**src/rtl/mem_pkg.sv**
```systemverilog
// Shared types and constants for the memory responder.
package mem_pkg;

    // Responder FSM states.
    typedef enum logic [2:0] {
        IDLE = 3'd0,
        A_RD = 3'd1,
        A_WS = 3'd2,
        A_WP = 3'd3,
        A_WH = 3'd4,
        B_RD = 3'd5,
        DONE = 3'd6
    } memState_t;

    // Port A command encodings; 2'b11 is treated as no request.
    localparam logic [1:0] RW_NONE  = 2'b00;
    localparam logic [1:0] RW_READ  = 2'b01;
    localparam logic [1:0] RW_WRITE = 2'b10;

    localparam int DEFAULT_WAIT_CYCLES = 1;

    // Wait counter width, large enough for WAIT_CYCLES up to 15.
    localparam int CNT_W = 4;

endpackage

```
**src/rtl/mem_wait_counter.sv**
```systemverilog
// Loadable down-counter that times the OE-low and WE-low windows.
// 'terminal' is high while the count is zero, i.e. during the last cycle of a window.
module mem_wait_counter
    import mem_pkg::*;
#(
    parameter int CW = CNT_W
) (
    input  logic          clk,
    input  logic          rst,
    input  logic          load,
    input  logic [CW-1:0] loadVal,
    output logic          terminal
);

    logic [CW-1:0] count;

    // Load takes priority; otherwise count down and park at zero.
    always_ff @(posedge clk or negedge rst) begin
        if (!rst) begin
            count <= '0;
        end else if (load) begin
            count <= loadVal;
        end else if (count != '0) begin
            count <= count - 1'b1;
        end
    end

    assign terminal = (count == '0);

endmodule

```
**src/rtl/mem_responder.sv**
```systemverilog
// Serialises CPU port A (load/store) and port B (fetch) onto one asynchronous
// single-port SRAM. Every SRAM control/address/data output is a flop, decoded
// from the next state so it lines up with the state it belongs to.
//
// Handshake: the CPU presents a request (rw and/or fetchEn) and must hold all
// request inputs while stall is high. Requests are latched on leaving IDLE.
// The single DONE cycle has stall low, which lets the CPU advance exactly once.
module mem_responder
    import mem_pkg::*;
#(
    parameter int WAIT_CYCLES = DEFAULT_WAIT_CYCLES,
    parameter int SRAM_AW     = 18
) (
    input  logic               clk,
    input  logic               rst,
    input  logic [15:0]        Aaddr,
    input  logic [15:0]        dataWrtie,
    input  logic [1:0]         rw,
    input  logic [15:0]        Baddr,
    input  logic               fetchEn,
    output logic [15:0]        AmemRead,
    output logic [15:0]        BmemRead,
    output logic               stall,
    output logic [SRAM_AW-1:0] sramAddr,
    output logic [15:0]        sramDout,
    output logic               sramDoutEn,
    input  logic [15:0]        sramDin,
    output logic               sramCE_n,
    output logic               sramOE_n,
    output logic               sramWE_n,
    output memState_t          dbgState
);

    localparam logic [CNT_W-1:0] WAIT_LOAD = CNT_W'(WAIT_CYCLES - 1);

    memState_t   state;
    memState_t   nextState;
    logic        cntLoad;
    logic        cntDone;
    logic        pendB;
    logic [15:0] bAddrQ;
    logic        reqA;
    logic        reqB;

    assign reqA     = (rw == RW_READ) || (rw == RW_WRITE);
    assign reqB     = fetchEn;
    assign dbgState = state;

    mem_wait_counter #(.CW(CNT_W)) waitCnt (
        .clk      (clk),
        .rst      (rst),
        .load     (cntLoad),
        .loadVal  (WAIT_LOAD),
        .terminal (cntDone)
    );

    // State register.
    always_ff @(posedge clk or negedge rst) begin
        if (!rst) begin
            state <= IDLE;
        end else begin
            state <= nextState;
        end
    end

    // Next-state decode; A write beats A read beats B fetch.
    always_comb begin
        nextState = state;
        cntLoad   = 1'b0;
        unique case (state)
            IDLE: begin
                if (rw == RW_WRITE) begin
                    nextState = A_WS;
                end else if (rw == RW_READ) begin
                    nextState = A_RD;
                    cntLoad   = 1'b1;
                end else if (reqB) begin
                    nextState = B_RD;
                    cntLoad   = 1'b1;
                end
            end
            A_RD: begin
                if (cntDone) begin
                    if (pendB) begin
                        nextState = B_RD;
                        cntLoad   = 1'b1;
                    end else begin
                        nextState = DONE;
                    end
                end
            end
            A_WS: begin
                nextState = A_WP;
                cntLoad   = 1'b1;
            end
            A_WP: begin
                if (cntDone) nextState = A_WH;
            end
            A_WH: begin
                if (pendB) begin
                    nextState = B_RD;
                    cntLoad   = 1'b1;
                end else begin
                    nextState = DONE;
                end
            end
            B_RD: begin
                if (cntDone) nextState = DONE;
            end
            DONE:    nextState = IDLE;
            default: nextState = IDLE;
        endcase
    end

    // Combinational stall: a fresh request in IDLE stalls immediately.
    always_comb begin
        stall = 1'b0;
        if (state == IDLE) begin
            stall = reqA || reqB;
        end else if (state != DONE) begin
            stall = 1'b1;
        end
    end

    // Latch the port B request while idle; port A is consumed straight from the inputs.
    always_ff @(posedge clk or negedge rst) begin
        if (!rst) begin
            pendB  <= 1'b0;
            bAddrQ <= '0;
        end else if (state == IDLE) begin
            pendB  <= reqB;
            bAddrQ <= Baddr;
        end
    end

    // Registered SRAM pins and read-data capture. Address/data only change when
    // entering a new access, so they are steady around the WE-low window.
    always_ff @(posedge clk or negedge rst) begin
        if (!rst) begin
            sramCE_n   <= 1'b1;
            sramOE_n   <= 1'b1;
            sramWE_n   <= 1'b1;
            sramDoutEn <= 1'b0;
            sramAddr   <= '0;
            sramDout   <= '0;
            AmemRead   <= '0;
            BmemRead   <= '0;
        end else begin
            sramCE_n   <= !(nextState inside {A_RD, B_RD, A_WS, A_WP, A_WH});
            sramOE_n   <= !(nextState inside {A_RD, B_RD});
            sramWE_n   <= !(nextState == A_WP);
            sramDoutEn <= (nextState inside {A_WS, A_WP, A_WH});
            if (state == IDLE && (nextState == A_RD || nextState == A_WS)) begin
                sramAddr <= SRAM_AW'(Aaddr);
            end else if (nextState == B_RD && state != B_RD) begin
                sramAddr <= (state == IDLE) ? SRAM_AW'(Baddr) : SRAM_AW'(bAddrQ);
            end
            if (state == IDLE && nextState == A_WS) begin
                sramDout <= dataWrtie;
            end
            if (state == A_RD && cntDone) begin
                AmemRead <= sramDin;
            end
            if (state == B_RD && cntDone) begin
                BmemRead <= sramDin;
            end
        end
    end

endmodule

```
**config.mk**
```make
export PLATFORM = sky130hd
export DESIGN_NAME = mem_responder
export DESIGN_NICKNAME = d
export VERILOG_FILES = /design/src/rtl/mem_pkg.sv /design/src/rtl/mem_wait_counter.sv /design/src/rtl/mem_responder.sv
export SDC_FILE = /design/constraint.sdc
export NUM_CORES = 1
export LEC_CHECK = 0
export BUFFER_PORTS_ARGS = -buffer_cell sky130_fd_sc_hd__buf_2
export CORE_ASPECT_RATIO = 1.2
export CORE_MARGIN = 2
export CORE_UTILIZATION = 30
export CTS_CLUSTER_SIZE = 28
export DETAILED_ROUTE_END_ITERATION = 7
export PLACE_DENSITY = 0.59
export SYNTH_ARGS = -nofsm -noshare
export SYNTH_HDL_FRONTEND = slang
export SYNTH_SLANG_ARGS = --single-unit
```
**constraint.sdc**
```tcl
create_clock -name clk -period 4.7 [get_ports clk]
set_input_delay 0 -clock clk [delete_from_list [all_inputs] [get_ports clk]]
set_output_delay 0 -clock clk [all_outputs]
set_load 0.01 [all_outputs]
```
==> results of run 1 <==
[layout make-up]
class	count	area (µm²)
inverter	13	48.80
clock inverter	4	73.82
timing repair buffer	210	1394
sequential	92	2306
clock buffer	12	236.5
tap	168	210.2
fill	1246	7381
multi-input combinational	188	1588
[where the power goes]
part           leakage (µW)  internal, µW  total, µW  switching (µW)
clock              0.000151           467        755             288
sequential          0.00110          1210       1430             226
combinational       0.00147           787       1610             820
[layout by cell type, fill, tap and decap left out, drive strengths merged, types with 3 or more instances in the layout]
cell type    Yosys  final
o311ai           6      6
o211ai          17     17
clkbuf           4     12
nor3             3      3
dfstp            3      3
ha               4      4
mux2            65     65
a21oi            4      4
nand2b           3      3
buf             16    144
dfrtp           89     89
inv             13     13
o2111ai         10     10
nand2           33     33
nor2            10     10
dlygate4sd3      0     66
o21ai            8      8
[registers in the layout, summed over array words and instances (netlist names)]
register and cells:
sramOE_n 1, BmemRead 16, AmemRead 16, dbgState 3
bAddrQ 16, sramAddr 16, sramCE_n 1, sramDout 16
waitCnt.count 4, pendB 1, sramWE_n 1, sramDoutEn 1
[routing by layer]
metal | share of wire, % | up-vias
met2 | 49 | 118
li1 | - | 1511
met1 | 42 | 1523
met5 | 0 | -
met3 | 7.7 | 10
met4 | 1.4 | 0
[timing repair]
| item | CTS | global route |
|---|---|---|
| hold buffers | 66 | 0 |
| endpoints found under the hold margin | 116 | 0 |
| resized for setup | 0 | 0 |
[cells in the mapped netlist, types with 2 or more instances]
master	number
o21ai_0	6
nand2_1	33
o311ai_1	6
or3_1	2
dfrtp_1	89
nand3b_1	2
o211ai_1	7
nand2b_1	3
a21oi_1	4
o2111ai_1	10
o211ai_2	10
inv_1	12
buf_2	9
and2_1	2
clkbuf_1	4
buf_4	6
nor3_1	3
nor2b_1	2
o21ai_1	2
mux2_2	65
nor2_1	9
dfstp_2	3
xnor2_1	2
ha_1	4
[critical path, delay by kind of cell (launching register included)]
kind,cells,cell delay (ns)
AO/OA/AOI/OAI,4,1.32
flip-flops,1,0.67
buffers and inverters,1,0.24
AND/OR/NAND/NOR,1,0.09
[cells by family after synthesis]
kind of cell	after synthesis	share of synthesized area [%]
compound gates	52	11.50
xor+xnor	2	0.4316
fa+ha+maj	4	1.233
buf+inv	33	4.284
flops	92	56.81
mux	66	18.28
other cells	1	0.09239
simple gates	62	7.367
[worst max-delay path by stage]
stage	start	to	slack (ns)	cells after the start
floorplan	waitCnt.count[0]	sramAddr[0]	2.80	9
global placement	dbgState[2]	sramAddr[6]	2.27	6
detailed placement	dbgState[2]	sramAddr[4]	2.21	6
CTS	dbgState[2]	sramAddr[11]	2.19	6
global route	dbgState[2]	sramAddr[11]	2.01	6
finish	dbgState[2]	sramAddr[11]	2.22	6
[metrics by stage]
stage	utilization [%]	hold slack, ns
2_1_floorplan	-	-0.2956
3_3_place_gp	36.91	-0.01895
5_1_grt	44.24	0.2099
3_5_place_dp	36.91	-0.008130
6_report	44.24	0.1536
4_1_cts	44.24	0.1584
==> key figures, run 1 <==
Status
  • Outcome: complete, no violations

Place
  • Dpl cell area: 0.004886 mm²
  • Port bufs: 140
  • Placed cells: 605
  • Dpl ws: 2.213 ns
  • GP Congestion: 0.7773
  • Detail Placement HPWL: 6790 µm

Timing
  • Final Hold Viols: 0
  • Relative slew slack: 42.14%
  • Unrepaired setup endpoints after global routing: false
  • Fin Setup TNS: 0 ns
  • Slack of the critical path: 2.217 ns
  • Max-slew violation count: 0
  • Worst-Margin Slew: 0.8655 ns
  • Fin crit share: 52.82%
  • Layout Skew: 0.006309 ns
  • Post-route minimum period: 2.483 ns
  • Fmax: 402.8 MHz
  • Setup-failing EPs final: 0

Synthesis
  • Yosys cell types: 41
  • Synth Cell Area: 0.004059 mm²
  • Main flop type after synthesis: dfrtp_1
  • Sequential share of the synthesized area: 56.81%
  • Cell count after synthesis: 312
  • Synthesis Warnings: 0
  • Synth top area share: 54.87%
  • Yosys top cell by area: dfrtp_1
  • Mapped Avg Cell Area: 13.01 µm²
  • Yosys reg bits: 92
  • Area contributors post-synth: dfrtp_1 55%, mux2_2 18%, o211ai_2 3.1%
  • Asr flop ratio synth: 100.0%
  • Post-synth EDFFs: 0

Setup path
  • R2R Setup Slk: 2.22 ns
  • Worst Path Required: 4.89 ns
  • Critical path's slowest cell: o2111a_1
  • Critical path type: register to register
  • Reg2Reg Depth: 6
  • Max stage delay on crit path: 0.68 ns
  • Crit path DAT: 2.67 ns
  • Critical Path, Cell by Cell: nor3_2 -> buf_4 -> o21ai_0 -> o2111a_1 -> o21a_4 -> o311ai_1
  • R2R Path Start: dbgState[2]
  • Startpoint types: register
  • Crit end category: register
  • R2R Path End: sramAddr[11]
  • CP Max Fanout: 21

Cells and area
  • Final net count: 587
  • Layout cells sized above 1: 46.82%
  • Antenna Cells: 0
  • Area growth, synth to finish: 44.30%
  • Final Cell Area: 0.005857 mm²
  • Finished Layout Cells: 687

CTS
  • # H-tree levels: 3
  • CTS tree: done
  • CTS Buf Count: 9
  • CTS clk-pin slew, worst paths: 0.07 ns
  • Clock root cell: clkbuf_16
  • Postcts setup bufs: 0
  • # clock sinks: 92
  • CTS Buffer Depth: 2
  • Clk_lat worst skew: 0.33 ns

Global routing
  • Initial antenna violation count: 0
  • Met2 GRT Util: 23.38%
  • Met3 Use GR: 3.968%
  • Number of global-route vias before repair: 3329
  • GRT busiest layer: met2
  • First-pass GRT wire length: 15860 µm
  • Largest net degree at the start of global routing: 58
  • GR Util met1: 16.42%
  • Total Routing Usage GR: 13.79%
  • Grt total ovfl: 0

Pwr
  • Leak: 0.002713 µW
  • Total power per unit cell area: 647.7 mW/mm²
  • Max VDD drop: 259.3 µV
  • Power Total: 3793 µW

Detailed routing
  • Total routed wirelength: 9800 µm
  • DRC Markers: 0
  • First-pass iteration count of the detailed router: 4
  • Starting DRT DRC Count: 151
  • Vias post-DR: 3162
  • Vias per cell: 4.603
  • Post-DRT Antenna Nets: 0
  • WL per Instance: 14.26 µm

Floorplan
  • I/O pin total: 143
  • Die ar.: 0.01448 mm²
  • Initial Util: 30.66%
  • DIE HEIGHT: 131.4 µm
  • Total core area: 0.01324 mm²
  • Site row count: 46
  • Die outline width: 110.2 µm

Job
  • Max_cap viols: 0

Min path
  • Worst hold path class: primary input to async pin
No activity file was read; power rests on OpenSTA's default activity.
==> run 2, diff against run 1 <==
--- a/config.mk
+++ b/config.mk
@@ -11,7 +11,7 @@
 export CORE_UTILIZATION = 30
 export CTS_CLUSTER_SIZE = 28
 export DETAILED_ROUTE_END_ITERATION = 7
-export PLACE_DENSITY = 0.59
+export PLACE_DENSITY = 0.61
 export SYNTH_ARGS = -nofsm -noshare
 export SYNTH_HDL_FRONTEND = slang
 export SYNTH_SLANG_ARGS = --single-unit
==> constraint.sdc (replaced) <==
create_clock -name clk -period 2.06 [get_ports clk]
set_input_delay 0 -clock clk [delete_from_list [all_inputs] [get_ports clk]]
set_output_delay 0 -clock clk [all_outputs]
set_load 0.01 [all_outputs]
==> run 2 against run 1 <==
Via count up 3.4%. Routed wire length up 2.4%. Sequential cell count unchanged.
==> key figures, run 2 (synthesis results as in run 1) <==
Global routing
  • GRT busiest layer: met2 (unchanged)
  • First-pass GRT wire length: 16290 µm (was 15860 µm)
  • Number of global-route vias before repair: 3469 (was 3329)
  • Met2 GRT Util: 24.61% (was 23.38%)
  • Total Routing Usage GR: 14.28% (was 13.79%)
  • Initial antenna violation count: 0 (unchanged)
  • Met3 Use GR: 3.224% (was 3.968%)
  • Largest net degree at the start of global routing: 51 (was 58)
  • Grt total ovfl: 0 (unchanged)
  • GR Util met1: 16.46% (was 16.42%)

Timing
  • Max-slew violation count: 0 (unchanged)
  • Post-route minimum period: 1.916 ns (was 2.483 ns)
  • Layout Skew: 0.005814 ns (was 0.006309 ns)
  • Hold slack: 0.1972 ns (was 0.1536 ns)
  • Fin Setup TNS: 0 ns (unchanged)
  • Worst-Margin Slew: 0.5675 ns (was 0.8655 ns)
  • Fin crit share: 93.02% (was 52.82%)
  • Final Hold Viols: 0 (unchanged)
  • Setup-failing EPs final: 0 (unchanged)
  • Fmax: 521.9 MHz (was 402.8 MHz)
  • Relative slew slack: 62.17% (was 42.14%)
  • Unrepaired setup endpoints after global routing: false (unchanged)

Setup path
  • Startpoint types: register (unchanged)
  • WP buf/inv: 0 (was 1)
  • CP Max Fanout: 16 (was 21)
  • Crit end category: register (unchanged)
  • Critical path's slowest cell: dfrtp_1 (was o2111a_1)
  • Worst Path Required: 2.26 ns (was 4.89 ns)
  • Setup crit start: dbgState[2] (unchanged)
  • Critical Path, Cell by Cell: nor2_2 -> o211ai_1 -> a2111oi_4 -> o21a_4 -> o311ai_1 (was nor3_2 -> buf_4 -> o21ai_0 -> o2111a_1 -> o21a_4 -> o311ai_1)
  • Critical path type: register to register (unchanged)
  • Worst path top cell family by delay: compound AO/OA/AOI/OAI gates (unchanged)
  • Crit path DAT: 2.12 ns (was 2.67 ns)
  • Max stage delay on crit path: 0.51 ns (was 0.68 ns)
  • R2R Path Start: dbgState[2] (unchanged)

CTS
  • Clock root cell: clkbuf_16 (unchanged)
  • Clk_lat worst skew: 0.34 ns (was 0.33 ns)
  • CTS Buf Count: 9 (unchanged)
  • CTS Buffer Depth: 2 (unchanged)
  • # H-tree levels: 3 (unchanged)
  • CTS clk-pin slew, worst paths: 0.06 ns (was 0.07 ns)
  • CTS tree: done (unchanged)
  • # clock sinks: 92 (unchanged)

Place
  • Port bufs: 140 (unchanged)
  • Detail Placement HPWL: 7048 µm (was 6790 µm)
  • Placed cells: 615 (was 605)
  • Dpl cell area: 0.005036 mm² (was 0.004886 mm²)
  • GP Congestion: 0.7783 (was 0.7773)

Cells and area
  • Layout cells sized above 1: 48.67% (was 46.82%)
  • Finished Layout Cells: 696 (was 687)
  • Area growth, synth to finish: 48.37% (was 44.30%)
  • Commonest non-fill, non-tap cell in the layout: buf_2 (unchanged)
  • Final net count: 597 (was 587)
  • Most frequent cells in the layout: 139 x buf_2, 88 x dfrtp_1, 66 x dlygate4sd3_1 (was 139 x buf_2, 89 x dfrtp_1, 66 x dlygate4sd3_1)
  • Final Cell Area: 0.006022 mm² (was 0.005857 mm²)
  • Antenna Cells: 0 (unchanged)
  • Filler cells: 1216 (was 1246)

Detailed routing
  • WL per Instance: 14.42 µm (was 14.26 µm)
  • Total routed wirelength: 10040 µm (was 9800 µm)
  • Vias post-DR: 3268 (was 3162)
  • First-pass iteration count of the detailed router: 5 (was 4)
  • DRC Markers: 0 (unchanged)
  • Starting DRT DRC Count: 121 (was 151)
  • Post-DRT Antenna Nets: 0 (unchanged)
  • Vias per cell: 4.695 (was 4.603)

Pwr
  • Switching part of the total: 35.03% (was 35.18%)
  • Power Total: 8945 µW (was 3793 µW)
  • Max VDD drop: 930.9 µV (was 259.3 µV)
  • Leak: 0.002788 µW (was 0.002713 µW)
  • Sequential power share: 36.5% (was 37.7%)
  • P_sw: 3133 µW (was 1335 µW)
  • Clock share of power: 19.0% (was 19.9%)
  • Cell Int Power: 5812 µW (was 2459 µW)
  • Total power per unit cell area: 1485 mW/mm² (was 647.7 mW/mm²)
  • Combinational share of power: 44.5% (was 42.4%)

Job
  • Max_cap viols: 0 (unchanged)

Floorplan
  • Site row count: 46 (unchanged)
  • Total core area: 0.01324 mm² (unchanged)
  • Initial Util: 30.66% (unchanged)
  • Die ar.: 0.01448 mm² (unchanged)
  • I/O pin total: 143 (unchanged)
  • DIE HEIGHT: 131.4 µm (unchanged)
  • Die outline width: 110.2 µm (unchanged)

Status
  • Outcome: complete, no violations (unchanged)

Min path
  • Worst hold path class: primary input to async pin (unchanged)
[run 2: cell count changes in the layout (fill, tap and decap cells not counted)]
cell        previous run  this run
buf_12                 0         6
buf_4                  5         7
buf_6                  0         2
clkbuf_1               3         1
clkinv_2               1         2
clkinv_4               1         0
clkinvlp_4             0         1
dfrtp_1               89        88
dfrtp_2                0         1
ha_1                   4         3
ha_2                   0         1
o311ai_1               6         5
o311ai_2               0         1
[run 2: metrics by stage]
step	utilization, %	worst slack [ns]
after detailed placement	38.04	0.1280
after floorplan	-	0.1589
after global placement	38.04	0.1950
final	45.49	0.1438
after CTS	45.35	0.1276
after global routing	45.49	0.01155
[run 2: timing repair]
| action | 4_1_cts | 5_1_grt |
|---|---|---|
| endpoints found under the hold margin | 120 | 0 |
| hold buffers | 66 | 0 |
| gates resized for setup | 0 | 5 |
| setup buffers | 0 | 0 |
| endpoints found under the setup margin | 0 | 10 |
[run 2: layout make-up]
| cell class | instances | area, µm² | area share, % |
|---|---|---|---|
| Multi-Input combinational cell | 188 | 1598 | 26.53 |
| Timing Repair Buffer | 220 | 1551 | 25.76 |
| Inverter | 13 | 48.80 | 0.8103 |
| Clock inverter | 5 | 77.57 | 1.288 |
| Sequential cell | 92 | 2307 | 38.31 |
| Tap cell | 168 | 210.2 | 3.491 |
| Clock buffer | 10 | 229.0 | 3.802 |
[run 2: final timing paths]
check / endpoint / slack [ns] / cells past startpoint
min in group clk: sramDoutEn / 0.27 / 4
worst min-delay path: bAddrQ[8] / 0.20 / 2
worst max-delay path: sramAddr[10] / 0.14 / 5
worst min register to register: bAddrQ[11] / 0.50 / 1
worst max register to register: sramAddr[10] / 0.14 / 5
max in group asynchronous: AmemRead[2] / 1.19 / 3
[run 2: power by group through the flow]
stage,combinational [µW],sequential (µW),clock (µW)
2_1_floorplan,2180,3510,0
3_3_place_gp,3780,3260,0
3_5_place_dp,3880,3290,0
4_1_cts,3990,3270,1770
5_1_grt,4400,3380,1840
6_report,3980,3270,1700
[run 2: metal layers]
metal	wire, µm	up-vias	share of wire [%]
met2	4987	133	50
met5	0	-	0
met3	628	18	6.3
li1	-	1535	-
met1	4205	1582	42
met4	216	0	2.2
==> run 3, diff against run 2 <==
--- a/config.mk
+++ b/config.mk
@@ -11,7 +11,7 @@
 export CORE_UTILIZATION = 30
 export CTS_CLUSTER_SIZE = 28
 export DETAILED_ROUTE_END_ITERATION = 7
-export PLACE_DENSITY = 0.61
+export PLACE_DENSITY = 0.59
 export SYNTH_ARGS = -nofsm -noshare
 export SYNTH_HDL_FRONTEND = slang
 export SYNTH_SLANG_ARGS = --single-unit
==> constraint.sdc (replaced) <==
create_clock -name clk -period 2.2 [get_ports clk]
set_input_delay 0 -clock clk [delete_from_list [all_inputs] [get_ports clk]]
set_output_delay 0 -clock clk [all_outputs]
set_load 0.01 [all_outputs]
==> run 3 against run 2 <==
Core utilization fell by 0.61 points. Setup slack improved by 0.10 ns. Maximum frequency fell by 1.9%. Critical path depth rose by 3. Combinational power fell by 9.3%. Via count barely moved. Sequential power fell by 6.4%. Sequential cell count did not move. Clock-buffer cell count rose by 1. Largest power group unchanged.
==> key figures, run 3 (synthesis results as in run 1) <==
Timing
  • Layout Skew: 0.009325 ns (was 0.005814 ns)
  • Worst-Margin Slew: 0.5997 ns (was 0.5675 ns)
  • Setup-failing EPs final: 0 (unchanged)
  • Final Hold Viols: 0 (unchanged)
  • Unrepaired setup endpoints after global routing: false (unchanged)
  • Relative slew slack: 60.02% (was 62.17%)
  • Fin Setup TNS: 0 ns (unchanged)
  • Max-slew violation count: 0 (unchanged)
  • Hold slack: 0.2133 ns (was 0.1972 ns)
  • Fmax: 511.7 MHz (was 521.9 MHz)
  • Post-route minimum period: 1.954 ns (was 1.916 ns)
  • Fin crit share: 88.83% (was 93.02%)

Place
  • GP Congestion: 0.8000 (was 0.7783)
  • Detail Placement HPWL: 7131 µm (was 7048 µm)
  • Port bufs: 140 (unchanged)

Global routing
  • Initial antenna violation count: 0 (unchanged)
  • Grt total ovfl: 0 (unchanged)
  • Number of global-route vias before repair: 3535 (was 3469)
  • Largest net degree at the start of global routing: 49 (was 51)
  • First-pass GRT wire length: 16750 µm (was 16290 µm)
  • Total Routing Usage GR: 14.63% (was 14.28%)

Pwr
  • Power Total: 8216 µW (was 8945 µW)
  • Leak: 0.002756 µW (was 0.002788 µW)
  • Max VDD drop: 546.2 µV (was 930.9 µV)
  • Total power per unit cell area: 1383 mW/mm² (was 1485 mW/mm²)

Floorplan
  • DIE HEIGHT: 131.4 µm (unchanged)
  • Site row count: 46 (unchanged)
  • Initial Util: 30.66% (unchanged)
  • Die outline width: 110.2 µm (unchanged)
  • Total core area: 0.01324 mm² (unchanged)
  • Die ar.: 0.01448 mm² (unchanged)
  • I/O pin total: 143 (unchanged)

Detailed routing
  • DRC Markers: 0 (unchanged)
  • Total routed wirelength: 10260 µm (was 10040 µm)
  • Top routing layer used: met4 (unchanged)
  • First-pass iteration count of the detailed router: 4 (was 5)
  • Vias post-DR: 3265 (was 3268)
  • Metal2 WL: 5168 µm (was 4987 µm)
  • WL per Instance: 14.74 µm (was 14.42 µm)
  • Starting DRT DRC Count: 93 (was 121)
  • Vias per cell: 4.691 (was 4.695)
  • M1 WL: 4215 µm (was 4205 µm)
  • Post-DRT Antenna Nets: 0 (unchanged)
  • Met3 routed WL: 727 µm (was 628 µm)

CTS
  • Clock root cell: clkbuf_16 (unchanged)
  • CTS Buffer Depth: 2 (unchanged)
  • CTS clk-pin slew, worst paths: 0.07 ns (was 0.06 ns)
  • Clk_lat worst skew: 0.34 ns (about the same)
  • CTS tree: done (unchanged)
  • Post-cts repair resize count: 0 (unchanged)
  • # H-tree levels: 3 (unchanged)
  • # clock sinks: 92 (unchanged)
  • CTS Buf Count: 9 (unchanged)

Status
  • Outcome: complete, no violations (unchanged)

Setup path
  • Worst Path Required: 2.46 ns (was 2.26 ns)
  • Max stage delay on crit path: 0.35 ns (was 0.51 ns)
  • Critical path type: register to register (unchanged)
  • Critical path's slowest cell: dfrtp_1 (unchanged)
  • CP Max Fanout: 18 (was 16)
  • Crit path DAT: 2.22 ns (was 2.12 ns)
  • Crit end category: register (unchanged)
  • Startpoint types: register (unchanged)
  • Critical Path, Cell by Cell: inv_1 -> ha_1 -> and4bb_2 -> o21ai_0 -> o2111a_1 -> buf_4 -> o2111ai_1 -> o211ai_2 (was nor2_2 -> o211ai_1 -> a2111oi_4 -> o21a_4 -> o311ai_1)

Cells and area
  • Final net count: 596 (was 597)
  • Most frequent cells in the layout: 139 x buf_2, 89 x dfrtp_1, 66 x dlygate4sd3_1 (was 139 x buf_2, 88 x dfrtp_1, 66 x dlygate4sd3_1)
  • Layout cells sized above 1: 48.11% (was 48.67%)
  • Antenna Cells: 0 (unchanged)
  • Core Util, Final: 44.88% (was 45.49%)
  • Filler cells: 1200 (was 1216)
  • Commonest non-fill, non-tap cell in the layout: buf_2 (unchanged)
  • Area growth, synth to finish: 46.36% (was 48.37%)

Min path
  • Worst hold path class: primary input to async pin (unchanged)

Job
  • Max_cap viols: 0 (unchanged)
run 3: cell types whose count changed in the layout (fill, tap and decap cells not counted), sizes merged:
cell	previous run	this run
clkbuf	10	11
inv	13	14
buf	154	153
clkinv	2	1
clkinvlp	1	2
bufinv	2	1
run 3: cell type report:
| cell class | count | area [µm²] | area share (%) |
|---|---|---|---|
| Clock inverter | 5 | 58.81 | 0.9899 |
| Inverter | 13 | 48.80 | 0.8214 |
| Multi-Input combinational cell | 188 | 1588 | 26.73 |
| Timing Repair Buffer | 219 | 1486 | 25.02 |
| Clock buffer | 11 | 242.7 | 4.086 |
| Sequential cell | 92 | 2306 | 38.82 |
| Tap cell | 168 | 210.2 | 3.538 |
run 3: where the power goes:
part	internal, µW	total (µW)	switching [µW]
sequential	2580	3060	482
clock	914	1550	633
combinational	1790	3610	1830
total	5280	8220	2940
run 3: through the flow:
| step | worst slack [ns] | cell area, µm² | instances |
|---|---|---|---|
| after CTS | 0.2405 | 5941 | 696 |
| after global placement | 0.3438 | 4979 | 614 |
| after global routing | 0.02814 | 5941 | 696 |
| after floorplan | 0.2989 | 4063 | 313 |
| final | 0.2457 | 5941 | 696 |
| after detailed placement | 0.2327 | 4979 | 614 |
run 3: timing repair:
action / CTS / global route
hold buffers: 66 / 0
buffers inserted: 0 / 0
hold endpoints to repair: 125 / 0
run 3: worst paths after layout:
kind | startpoint | to | slack (ns) | cells past startpoint
worst max-delay path | waitCnt.count[0] | sramAddr[14] | 0.25 | 8
worst min-delay path | rst | bAddrQ[14] | 0.21 | 2
worst max register to register | waitCnt.count[0] | sramAddr[14] | 0.25 | 8
worst min register to register | bAddrQ[5] | bAddrQ[5] | 0.50 | 1
max in group asynchronous | rst | sramWE_n | 1.26 | 3
min in group clk | rw[1] | sramDoutEn | 0.29 | 4
run 3: critical path: cells and delay by family, from the launching register on:
kind / cells / cell delay [ns]
adders and majority gates: 1 / 0.26
and+or+nand+nor: 1 / 0.29
AOI/OAI and AO/OA: 4 / 0.65
buffers and inverters: 2 / 0.32
DFF: 1 / 0.35
run 3: per-layer routing:
metal,GRT usage (%),up-vias
met4,5.000,0
met1,16.68,1603
met5,0,-
li1,-,1531
met3,3.373,12
met2,26.21,119
